===== src/rtl/nemesis_snd_pkg.sv =====
// Shared types and defaults for the sound-board command transmitter.
package nemesis_snd_pkg;

  localparam int STROBE_W_DEF    = 8;
  localparam int ACK_TIMEOUT_DEF = 65535;

  typedef enum logic [2:0] {
    ST_IDLE,
    ST_D_SETUP,
    ST_D_STB,
    ST_D_HOLD,
    ST_S_STB,
    ST_ACK_WAIT
  } state_t;

  typedef struct packed {
    logic       son;
    logic [7:0] data;
  } entry_t;

  localparam int ENTRY_W = $bits(entry_t);

endpackage


===== src/rtl/nemesis_snd_fifo.sv =====
// Command FIFO with two write ports per cycle (port 0 lands ahead of port 1).
// The caller guarantees writes never exceed free space and pops never hit empty.
module nemesis_snd_fifo #(
  parameter int WIDTH = 9,
  parameter int DEPTH = 4
) (
  input  logic                   i_clk,
  input  logic                   i_rst,
  input  logic                   i_push0,
  input  logic [WIDTH-1:0]       i_din0,
  input  logic                   i_push1,
  input  logic [WIDTH-1:0]       i_din1,
  input  logic                   i_pop,
  output logic [WIDTH-1:0]       o_head,
  output logic [$clog2(DEPTH):0] o_count,
  output logic                   o_empty
);

  localparam int AW = $clog2(DEPTH);
  localparam int CW = AW + 1;

  logic [WIDTH-1:0] mem_q [DEPTH];
  logic [AW-1:0]    wptr_q, rptr_q, wptr1;
  logic [CW-1:0]    cnt_q;

  assign wptr1 = wptr_q + AW'(i_push0);

  always_ff @(posedge i_clk) begin
    if (i_push0) mem_q[wptr_q] <= i_din0;
    if (i_push1) mem_q[wptr1]  <= i_din1;
  end

  // Pointers wrap naturally since DEPTH is a power of two.
  always_ff @(posedge i_clk or posedge i_rst) begin
    if (i_rst) begin
      wptr_q <= '0;
      rptr_q <= '0;
      cnt_q  <= '0;
    end else begin
      wptr_q <= wptr_q + AW'(i_push0) + AW'(i_push1);
      rptr_q <= rptr_q + AW'(i_pop);
      cnt_q  <= cnt_q + CW'(i_push0) + CW'(i_push1) - CW'(i_pop);
    end
  end

  assign o_head  = mem_q[rptr_q];
  assign o_count = cnt_q;
  assign o_empty = (cnt_q == '0);

endmodule


===== src/rtl/nemesis_snd_cmd_tx.sv =====
// Queues main-CPU sound commands and plays them out to the sound board as
// /DATA byte strobes or /SOUND_ON interrupt strobes with an ack handshake.
module nemesis_snd_cmd_tx
  import nemesis_snd_pkg::*;
#(
  parameter int DEPTH       = 4,
  parameter int STROBE_W    = STROBE_W_DEF,
  parameter int ACK_TIMEOUT = ACK_TIMEOUT_DEF
) (
  input  logic       i_clk,
  input  logic       i_rst,
  input  logic [7:0] i_cpu_db,
  input  logic       i_cmd_we,
  input  logic       i_son_we,
  input  logic       i_int_ack,
  output logic [7:0] o_main_db,
  output logic       o_data_n,
  output logic       o_sound_on_n,
  output logic       o_busy,
  output logic       o_full,
  output logic       o_overflow,
  output logic       o_timeout
);

  localparam int CW = $clog2(DEPTH) + 1;

  state_t        state_q;
  logic [7:0]    main_db_q;
  logic          data_n_q, son_n_q, ovf_q, tmo_q, ack_q;
  logic [7:0]    stb_cnt_q;
  logic [15:0]   to_cnt_q;

  logic [CW-1:0] cnt;
  logic          empty, cmd_ok, son_ok, pop;
  entry_t        head, cmd_ent, son_ent;

  // Space is judged on the count at the start of the cycle; a same-cycle pop
  // does not make room.
  assign cmd_ok  = i_cmd_we && (cnt < CW'(DEPTH));
  assign son_ok  = i_son_we && ((cnt + CW'(cmd_ok)) < CW'(DEPTH));
  assign pop     = (state_q == ST_IDLE) && !empty;
  assign cmd_ent = '{son: 1'b0, data: i_cpu_db};
  assign son_ent = '{son: 1'b1, data: 8'h00};

  nemesis_snd_fifo #(
    .WIDTH (ENTRY_W),
    .DEPTH (DEPTH)
  ) u_fifo (
    .i_clk   (i_clk),
    .i_rst   (i_rst),
    .i_push0 (cmd_ok),
    .i_din0  (cmd_ent),
    .i_push1 (son_ok),
    .i_din1  (son_ent),
    .i_pop   (pop),
    .o_head  (head),
    .o_count (cnt),
    .o_empty (empty)
  );

  always_ff @(posedge i_clk or posedge i_rst) begin
    if (i_rst) begin
      state_q   <= ST_IDLE;
      main_db_q <= 8'h00;
      data_n_q  <= 1'b1;
      son_n_q   <= 1'b1;
      ovf_q     <= 1'b0;
      tmo_q     <= 1'b0;
      ack_q     <= 1'b0;
      stb_cnt_q <= '0;
      to_cnt_q  <= '0;
    end else begin
      tmo_q <= 1'b0;
      if ((i_cmd_we && !cmd_ok) || (i_son_we && !son_ok)) ovf_q <= 1'b1;
      if ((state_q == ST_S_STB || state_q == ST_ACK_WAIT) && i_int_ack) ack_q <= 1'b1;

      case (state_q)
        ST_IDLE: begin
          if (!empty) begin
            stb_cnt_q <= '0;
            if (head.son) begin
              state_q <= ST_S_STB;
              son_n_q <= 1'b0;
              ack_q   <= 1'b0;
            end else begin
              state_q   <= ST_D_SETUP;
              main_db_q <= head.data;
            end
          end
        end
        ST_D_SETUP: begin
          state_q  <= ST_D_STB;
          data_n_q <= 1'b0;
        end
        ST_D_STB: begin
          if (stb_cnt_q == 8'(STROBE_W - 1)) begin
            state_q  <= ST_D_HOLD;
            data_n_q <= 1'b1;
          end else if (stb_cnt_q != 8'hFF) begin
            stb_cnt_q <= stb_cnt_q + 8'd1;
          end
        end
        ST_D_HOLD: state_q <= ST_IDLE;
        ST_S_STB: begin
          if (stb_cnt_q == 8'(STROBE_W - 1)) begin
            state_q  <= ST_ACK_WAIT;
            son_n_q  <= 1'b1;
            to_cnt_q <= '0;
          end else if (stb_cnt_q != 8'hFF) begin
            stb_cnt_q <= stb_cnt_q + 8'd1;
          end
        end
        ST_ACK_WAIT: begin
          // An ack seen earlier wins over a timeout landing on the same cycle.
          if (ack_q) begin
            state_q <= ST_IDLE;
          end else if (to_cnt_q == 16'(ACK_TIMEOUT - 1)) begin
            state_q <= ST_IDLE;
            tmo_q   <= 1'b1;
          end else if (to_cnt_q != 16'hFFFF) begin
            to_cnt_q <= to_cnt_q + 16'd1;
          end
        end
        default: state_q <= ST_IDLE;
      endcase
    end
  end

  assign o_main_db    = main_db_q;
  assign o_data_n     = data_n_q;
  assign o_sound_on_n = son_n_q;
  assign o_overflow   = ovf_q;
  assign o_timeout    = tmo_q;
  assign o_full       = (cnt == CW'(DEPTH));
  assign o_busy       = !empty || (state_q != ST_IDLE);

endmodule


===== config.mk =====
export PLATFORM = sky130hd
export DESIGN_NAME = nemesis_snd_cmd_tx
export DESIGN_NICKNAME = d
export VERILOG_FILES = /design/src/rtl/nemesis_snd_pkg.sv /design/src/rtl/nemesis_snd_fifo.sv /design/src/rtl/nemesis_snd_cmd_tx.sv
export SDC_FILE = /design/constraint.sdc
export NUM_CORES = 1
export LEC_CHECK = 0
export CAP_MARGIN = 20
export CORE_ASPECT_RATIO = 0.75
export CORE_UTILIZATION = 45
export DETAILED_ROUTE_END_ITERATION = 16
export PLACE_DENSITY = 0.63
export SLEW_MARGIN = 20
export SYNTH_ARGS = -nofsm -noshare
export SYNTH_HDL_FRONTEND = slang
export SYNTH_SLANG_ARGS = --single-unit
export TNS_END_PERCENT = 30

===== constraint.sdc =====
create_clock -name i_clk -period 3.83 [get_ports i_clk]
set_input_delay 0.766 -clock i_clk [delete_from_list [all_inputs] [get_ports i_clk]]
set_output_delay 0.766 -clock i_clk [all_outputs]
set_load 0.01 [all_outputs]

After elaboration in Yosys (flattened, before gate mapping)
Memories as Yosys holds them, arrays and structs flattened.
Cells that the tools add are included.
{"block": "totals", "mem_bits_rw": 36, "output_inout_bits": 14, "ff_bits": 47, "memories": 1, "input_bits": 13, "elab_cells": 102}
{"block": "op_classes", "bitwise": 2, "order_cmp": 2, "mux": 32, "eq_ne": 19, "reduce_logical": 26, "add_sub_neg": 8}
{"name": "u_fifo.mem_q", "words": 4, "word_bits": 9, "rd": 1, "rd_clocked_by_memory_dff": 0, "write_ports": 2, "line_no": "nemesis_snd_fifo.sv:22", "rtl": "logic [WIDTH-1:0] mem_q [DEPTH];"}
{"operator": "two-way mux 16 bit", "n": 4}
{"operator": "case mux 16 bit (2 select lines)", "n": 1}
{"operator": "two-way mux 8 bit", "n": 3}
{"operator": "two-way mux 3 bit", "n": 6}
{"operator": "adder 16 x 1 -> 16 bit, second input constant", "n": 1}
{"operator": "equality test 16 bit, second input constant", "n": 1}
{"operator": "!= test 16 bit, second input constant", "n": 1}
{"operator": "case mux 8 bit (2 select lines)", "n": 1}
{"operator": "case mux 3 bit (5 select lines)", "n": 1}
{"operator": "two-way mux 1 bit", "n": 14}
{"operator": "!= test 2 bit, second input constant", "n": 6}
{"operator": "AND reduction 4 bit", "n": 3}
{"operator": "equality test 3 bit, second input constant", "n": 3}
{"operator": "adder 8 x 1 -> 8 bit, second input constant", "n": 1}
{"operator": "equality test 8 x 3 -> 1 bit, second input constant", "n": 1}
{"operator": "!= test 8 bit, second input constant", "n": 1}
{"operator": "nonzero test 2 bit", "n": 4}
{"operator": "adder 2 x 1 -> 2 bit", "n": 3}
{"operator": "adder 3 x 1 -> 3 bit", "n": 2}
{"operator": "logical AND 1 bit", "n": 6}
{"operator": "zero test 3 bit", "n": 2}
{"operator": "< comparator 3 bit, second input constant", "n": 2}
{"operator": "!= test 2 x 1 -> 1 bit, second input constant", "n": 3}
{"operator": "AND reduction 5 bit", "n": 1}
{"operator": "12 further kinds", "n": 18}

Depth between registers and ports, before layout
Gate-level depths: netlist (run 1).
{"block": "logic_depth", "ltp_word": 8, "ltp_mapped": 11, "mapped_depth_nobuf": 11}

Cells and area by module
A second synthesis (run 1) with hierarchy kept.
{"block": "unflattened", "cells_unflattened": 333, "area_unflattened_um2": 4306.6}
{"module": "nemesis_snd_fifo", "seq_area_each_um2": 1256.2, "n_inst": 1, "area_per_inst_um2": 2160.8, "cells_per_inst": 122}
{"module": "nemesis_snd_cmd_tx", "seq_area_each_um2": 1003.5, "n_inst": 1, "area_per_inst_um2": 2145.8, "cells_per_inst": 211}

Worst setup path after synthesis (run 1)
OpenSTA, ideal clock, no wires.
{"block": "synth_timing", "kind": "in2reg", "startpoint": "input port i_cmd_we", "endpoint": "register u_fifo.cnt_q[2] (netlist: u_fifo.o_count[2])", "setup_slack_ns": 1.232, "path_stages": 11, "setup_time_ns": 0.129, "n_path_buf": 0, "arrival_ns": 2.469, "required_ns": 3.701, "cell_sequence": "nand2b_1 > inv_1 > ha_1 > ha_1 > xnor2_1 > nand2_1 > inv_1 > ha_1 > fa_1 > xnor2_1 > xnor2_1"}
{"block": "synth_via", "elab_chain_len": 6}
{"element": "start, declared", "line_no": "nemesis_snd_cmd_tx.sv:13", "rtl": "input logic i_cmd_we,"}
{"element": "logical AND 1 bit *", "line_no": "nemesis_snd_cmd_tx.sv:39", "rtl": "assign cmd_ok = i_cmd_we && (cnt < CW'(DEPTH));"}
{"element": "adder 3 x 1 -> 3 bit *", "line_no": "nemesis_snd_fifo.sv:42, nemesis_snd_cmd_tx.sv:40"}
{"element": "< comparator 3 bit", "line_no": "nemesis_snd_cmd_tx.sv:40", "rtl": "assign son_ok = i_son_we && ((cnt + CW'(cmd_ok)) < CW'(DEPTH));"}
{"element": "logical AND 1 bit", "line_no": "nemesis_snd_cmd_tx.sv:40"}
{"element": "adder 3 x 1 -> 3 bit *", "line_no": "nemesis_snd_fifo.sv:42", "rtl": "cnt_q <= cnt_q + CW'(i_push0) + CW'(i_push1) - CW'(i_pop);"}
{"element": "subtractor 3 x 1 -> 3 bit *", "line_no": "nemesis_snd_fifo.sv:42"}
{"element": "end signal, assigned", "line_no": "nemesis_snd_fifo.sv:42"}
{"element": "end, declared", "line_no": "nemesis_snd_fifo.sv:24", "rtl": "logic [CW-1:0] cnt_q;"}
Every way passes the cells marked *; elsewhere a longest branch is shown, timed or not.
A chain may end at the register's enable or synchronous reset.

==> results of run 1 <==
==> cell families after synthesis <==
family / synth area share (%)
flops: 47.3
fa+ha+maj: 3.62
mux: 7.30
xor+xnor: 1.75
simple gates: 19.7
compound gates: 16.9
buf+inv: 3.37
==> cell usage after synthesis, types with 6 or more instances <==
| cell type | number | area, µm² |
|---|---|---|
| o31ai_1 | 9 | 67.6 |
| ha_1 | 10 | 125 |
| dfrtp_1 | 45 | 1130 |
| nand4_1 | 7 | 43.8 |
| and3_1 | 6 | 37.5 |
| nand2_1 | 86 | 323 |
| mux4_2 | 9 | 203 |
| a21oi_1 | 39 | 195 |
| inv_1 | 16 | 60.1 |
| nor2_1 | 21 | 78.8 |
| clkbuf_1 | 8 | 30.0 |
| nor3_1 | 7 | 35.0 |
| mux2_2 | 7 | 78.8 |
| o21ai_0 | 25 | 125 |
| o21ai_2 | 7 | 61.3 |
| dfxtp_1 | 36 | 721 |
| nand3_1 | 15 | 75.1 |
| xnor2_1 | 6 | 52.6 |
==> path summary, 6_finish.rpt <==
check	start	end	cells after the start
max	i_cmd_we	u_fifo.mem_q[1][4]	11
min	u_fifo.mem_q[3][8]	u_fifo.mem_q[3][8]	1
max reg2reg	state_q[1]	u_fifo.o_count[2]	9
min reg2reg	u_fifo.mem_q[3][8]	u_fifo.mem_q[3][8]	1
max in group asynchronous	i_rst	o_sound_on_n	3
min in group asynchronous	i_rst	o_main_db[6]	2
==> registers in the layout (all words and copies together) (netlist names) <==
register        flops
u_fifo.o_count      3
o_main_db           8
stb_cnt_q           8
to_cnt_q           16
u_fifo.wptr_q       2
u_fifo.rptr_q       2
o_overflow          1
state_q             3
o_sound_on_n        1
u_fifo.mem_q       36
o_data_n            1
ack_q               1
o_timeout           1
==> area by class of cell <==
type,instances,share of cell area (%)
Tap cell,108,2.90
Inverter,16,1.29
Clock inverter,4,1.10
Clock buffer,12,5.07
Multi-Input combinational cell,311,42.4
Sequential cell,83,40.7
Timing Repair Buffer,32,6.55
==> where the power goes <==
part           internal (W)  switching (W)
registers           0.00114       0.000269
clock network      0.000506       0.000350
logic              0.000601       0.000646
total               0.00225        0.00126
==> metal layers <==
metal	vias up	GRT usage (%)	wire length, µm
met5	-	0	0
met4	0	6.14	57
met3	7	5.23	499
met2	87	30.9	3980
met1	1586	31.9	4770
li1	1580	-	-
==> stage by stage <==
stage / hold WS [ns] / worst slack [ns] / util [%] / cells / area, µm²
5_1_grt: 0.467 / 0.700 / 54.5 / 566 / 4660
3_5_place_dp: 0.434 / 0.600 / 51.1 / 550 / 4380
4_1_cts: 0.449 / 0.942 / 54.5 / 566 / 4660
6_report: 0.452 / 0.892 / 54.5 / 566 / 4660
2_1_floorplan: 0.421 / 1.23 / - / 424 / 4010
3_3_place_gp: 0.430 / 0.678 / 51.1 / 550 / 4380
==> metrics, run 1 <==
Rows 29; Clock Pin Slew Worst Setup and Hold Paths 0.06 ns; Worst Path Arrival 3.13 ns; chip width 111 µm; Detail Route Antenna Nets 0; Layout fillers 753; Vias 3260; CP max stage cell nor2_1; I/O Pins 27; H-tree Lvls 3; Worst Setup End Kind flop; max-cap viol count 0; run status complete, but fails checks; sequential fraction of the synthesis area 47.3%; core region area 8560 µm²; Starting Density 46.8%; Post-synth EDFFs 0; Worst Hold Class reg2reg; Diodes inserted 0; Power Dens Cells 753 nW/µm²; Final Hold Viols 0; Resized Gates After CTS 0; WS Path Type in2reg; worst slew pin tran 0.867 ns; layout cells sized above 1 12.4%; R2R setup slack 1.21 ns; clock root cell clkbuf_16; # Post-CTS Setup Buffers 0; layout overhead on the synthesized area 16.3%; Critical Path Start Type input port; DRC Markers 2; FMAX 340 MHz; total grt overflow 0; ys flop type dfrtp_1; Worst-Skew Late Latency 0.34 ns; Cell Area, Synth 4010 µm²; Total GRT Usage 21.5%; Slew Limit Fails 0; die area 9300 µm²; clk_skew 0.00801 ns; Worst Path Buf+Inv 3; initial antenna violation count 0; Die Y 83.8 µm; Power, Total 0.00351 W; GPL Wtd Cong 0.809; area of the multi-input gates 1980 µm²; vias in the first global route 3015; commonest non-fill, non-tap cell in the layout nand2_1; post-DP HPWL 6.27 mm; clock buffer depth 2; worst ir drop on vdd 0.000297 V; # setup viols final 0; TNS Setup 0 ns; CP required 4.02 ns; Seq cells post-synth 83; max incr delay on CP 0.56 ns; slew margin rel. 41.6%; fin crit period 2.94 ns; DR WL/cell 16.5 µm; I/O Buffers 26; first-pass GRT wire length 15.6 mm; Syn Inst Count 424; Tcrit/Tclk final 76.7%; Top Family by Delay on Critical Path simple AND/OR/NAND/NOR gates; DR vias/cell 5.76; violated checks DRC; RSZ-0062 raised after global routing false; Leak Pwr 1.90 nW; synthesized area per cell 9.46 µm²; Cell variety after synth 52; async set-reset flop share out of synthesis 56.6%; DR pass1 iterations 11; CTS tree done; largest net degree at the start of global routing 34; FF/Latch Area 1900 µm²; final WL 9.31 mm; hold_buf cts 0; Sink Count 83; Mapped Nets 448; CP max FO 9; YS warnings 0; Nets 477; CP Cell Sequence clkdlybuf4s50_1 -> nand2b_1 -> inv_1 -> ha_1 -> ha_1 -> xnor2_1 -> nand2_1 -> inv_1 -> nand2_1 -> nor2_1 -> a21oi_1; initial DRC count 185; most frequent cells in the layout nand2_1, dfrtp_1, a21oi_1, dfxtp_1, clkdlybuf4s50_1; Num CTS Buffers 9
(Power assumes the default switching activity.)
==> run 2: changes to the inputs <==
PLACE_DENSITY = 0.65   (was 0.63)
clock period = 2.5 ns   (was 3.83 ns; I/O delays follow)
==> run 2 against run 1 <==
Net effect: the run still ends with DRC left; first-iteration DRC count decreased by 9.2%; worst hold slack gained 0.0018 ns; wire length increased by 1.9%; final cell count up 3.7%.
==> metrics, run 2 (synthesis results as in run 1) <==
Vias 3333 (was 3260); max incr delay on CP 0.42 ns (was 0.56 ns); I/O Pins 27 (unchanged); Worst-Skew Late Latency 0.33 ns (was 0.34 ns); clk_skew 0.00886 ns (was 0.00801 ns); Detail Route Antenna Nets 0 (unchanged); violated checks DRC (unchanged); # setup viols final 0 (unchanged); core region area 8560 µm² (unchanged); Diodes inserted 0 (unchanged); worst ir drop on vdd 0.000399 V (was 0.000297 V); initial DRC count 168 (was 185); tightest hold margin 0.454 ns (was 0.452 ns); Worst Path Arrival 2.61 ns (was 3.13 ns); Rows 29 (unchanged); DRC Markers 2 (unchanged); Die Y 83.8 µm (unchanged); largest net degree at the start of global routing 48 (was 34); first-pass GRT wire length 15.7 mm (was 15.6 mm); combinational power share 39.3% (was 35.5%); Nets 498 (was 477); Power Dens Cells 1190 nW/µm² (was 753 nW/µm²); Final Util 57.1% (was 54.5%); Num CTS Buffers 9 (unchanged); run status complete, but fails checks (unchanged); worst slew pin tran 0.680 ns (was 0.867 ns); CP max FO 2 (was 9); Layout fillers 744 (was 753); Leak Pwr 2.04 nW (was 1.90 nW); post-DP HPWL 6.44 mm (was 6.27 mm); vias in the first global route 3182 (was 3015); total grt overflow 0 (unchanged); Total GRT Usage 21.7% (was 21.5%); Clock Pin Slew Worst Setup and Hold Paths 0.06 ns (about the same); Top Family by Delay on Critical Path adder cells (was simple AND/OR/NAND/NOR gates); WS Path Type in2reg (unchanged); Starting Density 46.8% (unchanged); die area 9300 µm² (unchanged); Clk network pwr share 25.0% (was 24.4%); Tcrit/Tclk final 95.8%; Most flops, register u_fifo.mem_q (unchanged); DR pass1 iterations 11 (unchanged); initial antenna violation count 0 (unchanged); Internal 0.00381 W (was 0.00225 W); Sink Count 83 (unchanged); I/O Buffers 26 (unchanged); registers with the most flip-flops u_fifo.mem_q x36, to_cnt_q x16 (unchanged); max FFs per register 36 (unchanged); final WL 9.49 mm (was 9.31 mm); clock root cell clkbuf_16 (unchanged); FMAX 417 MHz; CP max stage cell clkdlybuf4s50_1 (was nor2_1); DR vias/cell 5.68 (was 5.76); Flop pwr share 35.7% (was 40.2%); Worst Setup End Kind flop (unchanged); slew margin rel. 54.4% (was 41.6%); CTS tree done (unchanged); most frequent cells in the layout nand2_1, dfrtp_1, a21oi_1, dfxtp_1 (was nand2_1, dfrtp_1, a21oi_1, dfxtp_1, clkdlybuf4s50_1); Worst Path Buf+Inv 3 (unchanged); GPL Wtd Cong 0.864 (was 0.809); clock buffer depth 2 (unchanged); layout overhead on the synthesized area 21.8% (was 16.3%); Slew Limit Fails 0 (unchanged); commonest non-fill, non-tap cell in the layout nand2_1 (unchanged); H-tree Lvls 3 (unchanged); CP required 2.72 ns (was 4.02 ns); DR WL/cell 16.2 µm (was 16.5 µm); fin crit period 2.40 ns; CP Cell Sequence clkdlybuf4s50_1 -> nand2b_1 -> inv_1 -> ha_1 -> ha_1 -> xnor2_1 -> nand2_1 -> inv_1 -> ha_1 -> fa_2 -> xnor2_2 -> xnor2_1 (was clkdlybuf4s50_1 -> nand2b_1 -> inv_1 -> ha_1 -> ha_1 -> xnor2_1 -> nand2_1 -> inv_1 -> nand2_1 -> nor2_1 -> a21oi_1); Worst Hold Class reg2reg (unchanged); chip width 111 µm (unchanged); sw frac 34.4% (was 36.0%); Final Hold Viols 0 (unchanged); Critical Path Start Type input port (unchanged); Most common cell on crit path ha_1; layout cells sized above 1 16.7% (was 12.4%); max-cap viol count 0 (unchanged); switching pwr 0.00200 W (was 0.00126 W)
[run 2: power groups by stage]
stage | Sequential, W | Clock [W] | Combinational, W
after floorplan | 0.00197 | 0 | 0.00156
after global placement | 0.00207 | 0 | 0.00215
after detailed placement | 0.00209 | 0 | 0.00223
after CTS | 0.00207 | 0.00148 | 0.00224
after global routing | 0.00213 | 0.00154 | 0.00255
final | 0.00207 | 0.00145 | 0.00229
[run 2: layout make-up]
| class | instances | area, µm² | share of cell area, % |
|---|---|---|---|
| Tap cell | 108 | 135 | 2.76 |
| Clock inverter | 3 | 68.8 | 1.41 |
| Inverter | 16 | 60.1 | 1.23 |
| Timing Repair Buffer | 53 | 475 | 9.73 |
| Clock buffer | 13 | 262 | 5.35 |
| Sequential cell | 83 | 1900 | 38.9 |
| Multi-Input combinational cell | 311 | 1990 | 40.7 |
[run 2: per-layer routing]
metal	GRT usage, %	vias up	part of all wire [%]
li1	-	1620	-
met1	30.5	1601	48
met2	32.8	104	46
met3	5.52	8	5.7
met4	7.00	0	0.83
met5	0	-	0
[run 2: per-stage QoR]
| stage | setup TNS [ns] | instance area [µm²] | power [W] | setup WS [ns] | std cells |
|---|---|---|---|---|---|
| after floorplan | 0 | 4010 | 0.00353 | 0.00218 | 424 |
| after global placement | -0.139 | 4530 | 0.00422 | -0.139 | 569 |
| after detailed placement | -0.533 | 4530 | 0.00431 | -0.272 | 569 |
| after CTS | 0 | 4860 | 0.00579 | 0.0472 | 585 |
| after global routing | -0.0133 | 4890 | 0.00622 | -0.0133 | 587 |
| final | 0 | 4890 | 0.00581 | 0.104 | 587 |
[run 2: final timing paths]
check,from,endpoint,slack (ns),depth (start not counted)
worst max register to register,state_q[0],u_fifo.o_count[2],0.17,9
worst max-delay path,i_cmd_we,u_fifo.o_count[2],0.10,12
worst min-delay path,u_fifo.mem_q[2][8],u_fifo.mem_q[2][8],0.45,1
worst min register to register,u_fifo.mem_q[2][8],u_fifo.mem_q[2][8],0.45,1
max in group asynchronous,i_rst,o_sound_on_n,1.70,3
min in group asynchronous,i_rst,o_main_db[3],0.52,3
[run 2: what timing repair did]
| action | CTS | global route |
|---|---|---|
| setup buffers | 0 | 2 |
| endpoints found under the setup margin | 0 | 1 |
| gates resized for setup | 0 | 2 |
| hold buffers | 0 | 0 |
==> run 3: changes to the inputs <==
CORE_UTILIZATION = 40   (was 45)
PLACE_DENSITY = 0.59   (was 0.65)
==> run 3 against run 2 <==
Net effect: the run now ends clean; total power down 3.7%; worst hold slack lost 0.018 ns; critical path depth down 3; final cell count rose by 3.9%; clock power decreased by 11%; register-to-register slack barely moved; via count decreased by 1.4%.
==> metrics, run 3 (synthesis results as in run 1) <==
Die Y 88.7 µm (was 83.8 µm); Starting Density 41.4% (was 46.8%); clock buffer depth 2 (unchanged); die area 10400 µm² (was 9300 µm²); Nets 497 (was 498); Leak Pwr 2.02 nW (was 2.04 nW); clk_skew 0.00573 ns (was 0.00886 ns); Sink Count 83 (unchanged); worst ir drop on vdd 0.000403 V (was 0.000399 V); max-cap viol count 0 (unchanged); commonest non-fill, non-tap cell in the layout nand2_1 (unchanged); Critical Path Start Type flop (was input port); total grt overflow 0 (unchanged); Most flops, register u_fifo.mem_q (unchanged); Final Hold Viols 0 (unchanged); first-pass GRT wire length 16.2 mm (was 15.7 mm); Placed Cells 593 (was 569); registers with the most flip-flops u_fifo.mem_q x36, to_cnt_q x16 (unchanged); final WL 9.82 mm (was 9.49 mm); CP max FO 3 (was 2); WS Path Type reg2reg (was in2reg); initial DRC count 236 (was 168); max incr delay on CP 0.39 ns (was 0.42 ns); TNS Setup 0 ns (unchanged); layout overhead on the synthesized area 21.3% (was 21.8%); Power Dens Cells 1150 nW/µm² (was 1190 nW/µm²); Total GRT Usage 20.5% (was 21.7%); DRC Markers 0 (was 2); Power, Total 0.00560 W (was 0.00581 W); final cell count without fillers 610 (was 587); slew margin rel. 51.1% (was 54.4%); Worst-Skew Late Latency 0.34 ns (was 0.33 ns); Clock Pin Slew Worst Setup and Hold Paths 0.06 ns (about the same); FMAX 429 MHz (was 417 MHz); Rows 31 (was 29); Tcrit/Tclk final 93.2% (was 95.8%); Vias 3285 (was 3333); Worst Setup End Kind flop (unchanged); Worst Hold Class in2reg (was reg2reg); RSZ-0062 raised after global routing false; CP required 2.77 ns (was 2.72 ns); post-DP HPWL 6.67 mm (was 6.44 mm); Detail Route Antenna Nets 0 (unchanged); Diodes inserted 0 (unchanged); max FFs per register 36 (unchanged); core region area 9700 µm² (was 8560 µm²); GPL Wtd Cong 0.785 (was 0.864); layout cells sized above 1 16.5% (was 16.7%); chip width 118 µm (was 111 µm); most frequent cells in the layout nand2_1, dfrtp_1, a21oi_1, dfxtp_1 (unchanged); # setup viols final 0 (unchanged); DR WL/cell 16.1 µm (was 16.2 µm); H-tree Lvls 3 (unchanged); run status completed (was complete, but fails checks); I/O Pins 27 (unchanged); vias in the first global route 3122 (was 3182); DR pass1 iterations 4 (was 11); Worst Path Arrival 2.60 ns (was 2.61 ns); DR vias/cell 5.39 (was 5.68); worst slew pin tran 0.729 ns (was 0.680 ns); initial antenna violation count 0 (unchanged); fin crit period 2.33 ns (was 2.40 ns); CP max stage cell or3_4 (was clkdlybuf4s50_1); Num CTS Buffers 9 (unchanged); Post-Place Setup Slack -0.230 ns (was -0.272 ns); hold_buf cts 0 (unchanged); worst setup margin 0.171 ns (was 0.104 ns); CP Cell Sequence or2_2 -> or3_4 -> inv_1 -> ha_1 -> inv_1 -> ha_1 -> fa_1 -> xnor2_1 -> xnor2_1 (was clkdlybuf4s50_1 -> nand2b_1 -> inv_1 -> ha_1 -> ha_1 -> xnor2_1 -> nand2_1 -> inv_1 -> ha_1 -> fa_2 -> xnor2_2 -> xnor2_1); Slew Limit Fails 0 (unchanged); I/O Buffers 26 (unchanged); R2R setup slack 0.17 ns (about the same); CTS tree done (unchanged); largest net degree at the start of global routing 29 (was 48); clock root cell clkbuf_16 (unchanged)
## run 3: changes by cell type in the layout (fill, tap and decap cells not counted), sizes merged
cell,previous run,this run
dlymetal6s2s,0,1
clkbuf,13,9
clkdlybuf4s50,26,25
bufinv,2,1
clkinv,1,5
clkinvlp,0,1
buf,27,26
## run 3: worst paths after layout
kind / to / cells past startpoint / start
worst max-delay path: u_fifo.o_count[2] / 9 / state_q[0]
worst min-delay path: o_overflow / 3 / i_cmd_we
worst max register to register: u_fifo.o_count[2] / 9 / state_q[0]
worst min register to register: u_fifo.mem_q[0][1] / 2 / u_fifo.mem_q[0][1]
max in group asynchronous: o_sound_on_n / 3 / i_rst
min in group asynchronous: o_main_db[7] / 2 / i_rst
## run 3: through the flow
step | hold WS, ns | instance area (µm²) | util (%)
finish | 0.436 | 4870 | 50.2
global route | 0.450 | 4870 | 50.2
CTS | 0.452 | 4850 | 50.0
detailed placement | 0.441 | 4560 | 47.0
global placement | 0.433 | 4560 | 47.0
floorplan | 0.421 | 4010 | -
## run 3: layout make-up
cell class	instances	area [µm²]
well taps	132	165
multi-input cells	311	1990
flip-flops and latches	83	1900
clock buffers	9	225
fillers	940	4830
repair buffers	52	470
inverters	16	60.1
clock inverters	7	58.8
## run 3: timing repair
item,CTS,global route
hold endpoints to repair,0,0
gates resized for setup,0,3
endpoints found under the setup margin,0,1
setup buffers,0,1
## run 3: critical path: cells and delay by family, from the launching register on
| family | cells | cell delay, ns |
|---|---|---|
| xor+xnor | 2 | 0.32 |
| buf+inv | 2 | 0.13 |
| fa+ha+maj | 3 | 0.71 |
| simple gates | 2 | 0.71 |
| flops | 1 | 0.37 |
## run 3: power breakdown
group	leakage, nW	internal [W]	switching, W
logic	0.968	0.00109	0.00114
clock network	0.138	0.000759	0.000531
registers	0.910	0.00175	0.000327
## run 3: routing by layer
layer	part of all wire, %	global-route usage, %
met5	0	0
met2	44	30.5
met1	48	28.3
met4	1.2	5.71
met3	6.8	6.96
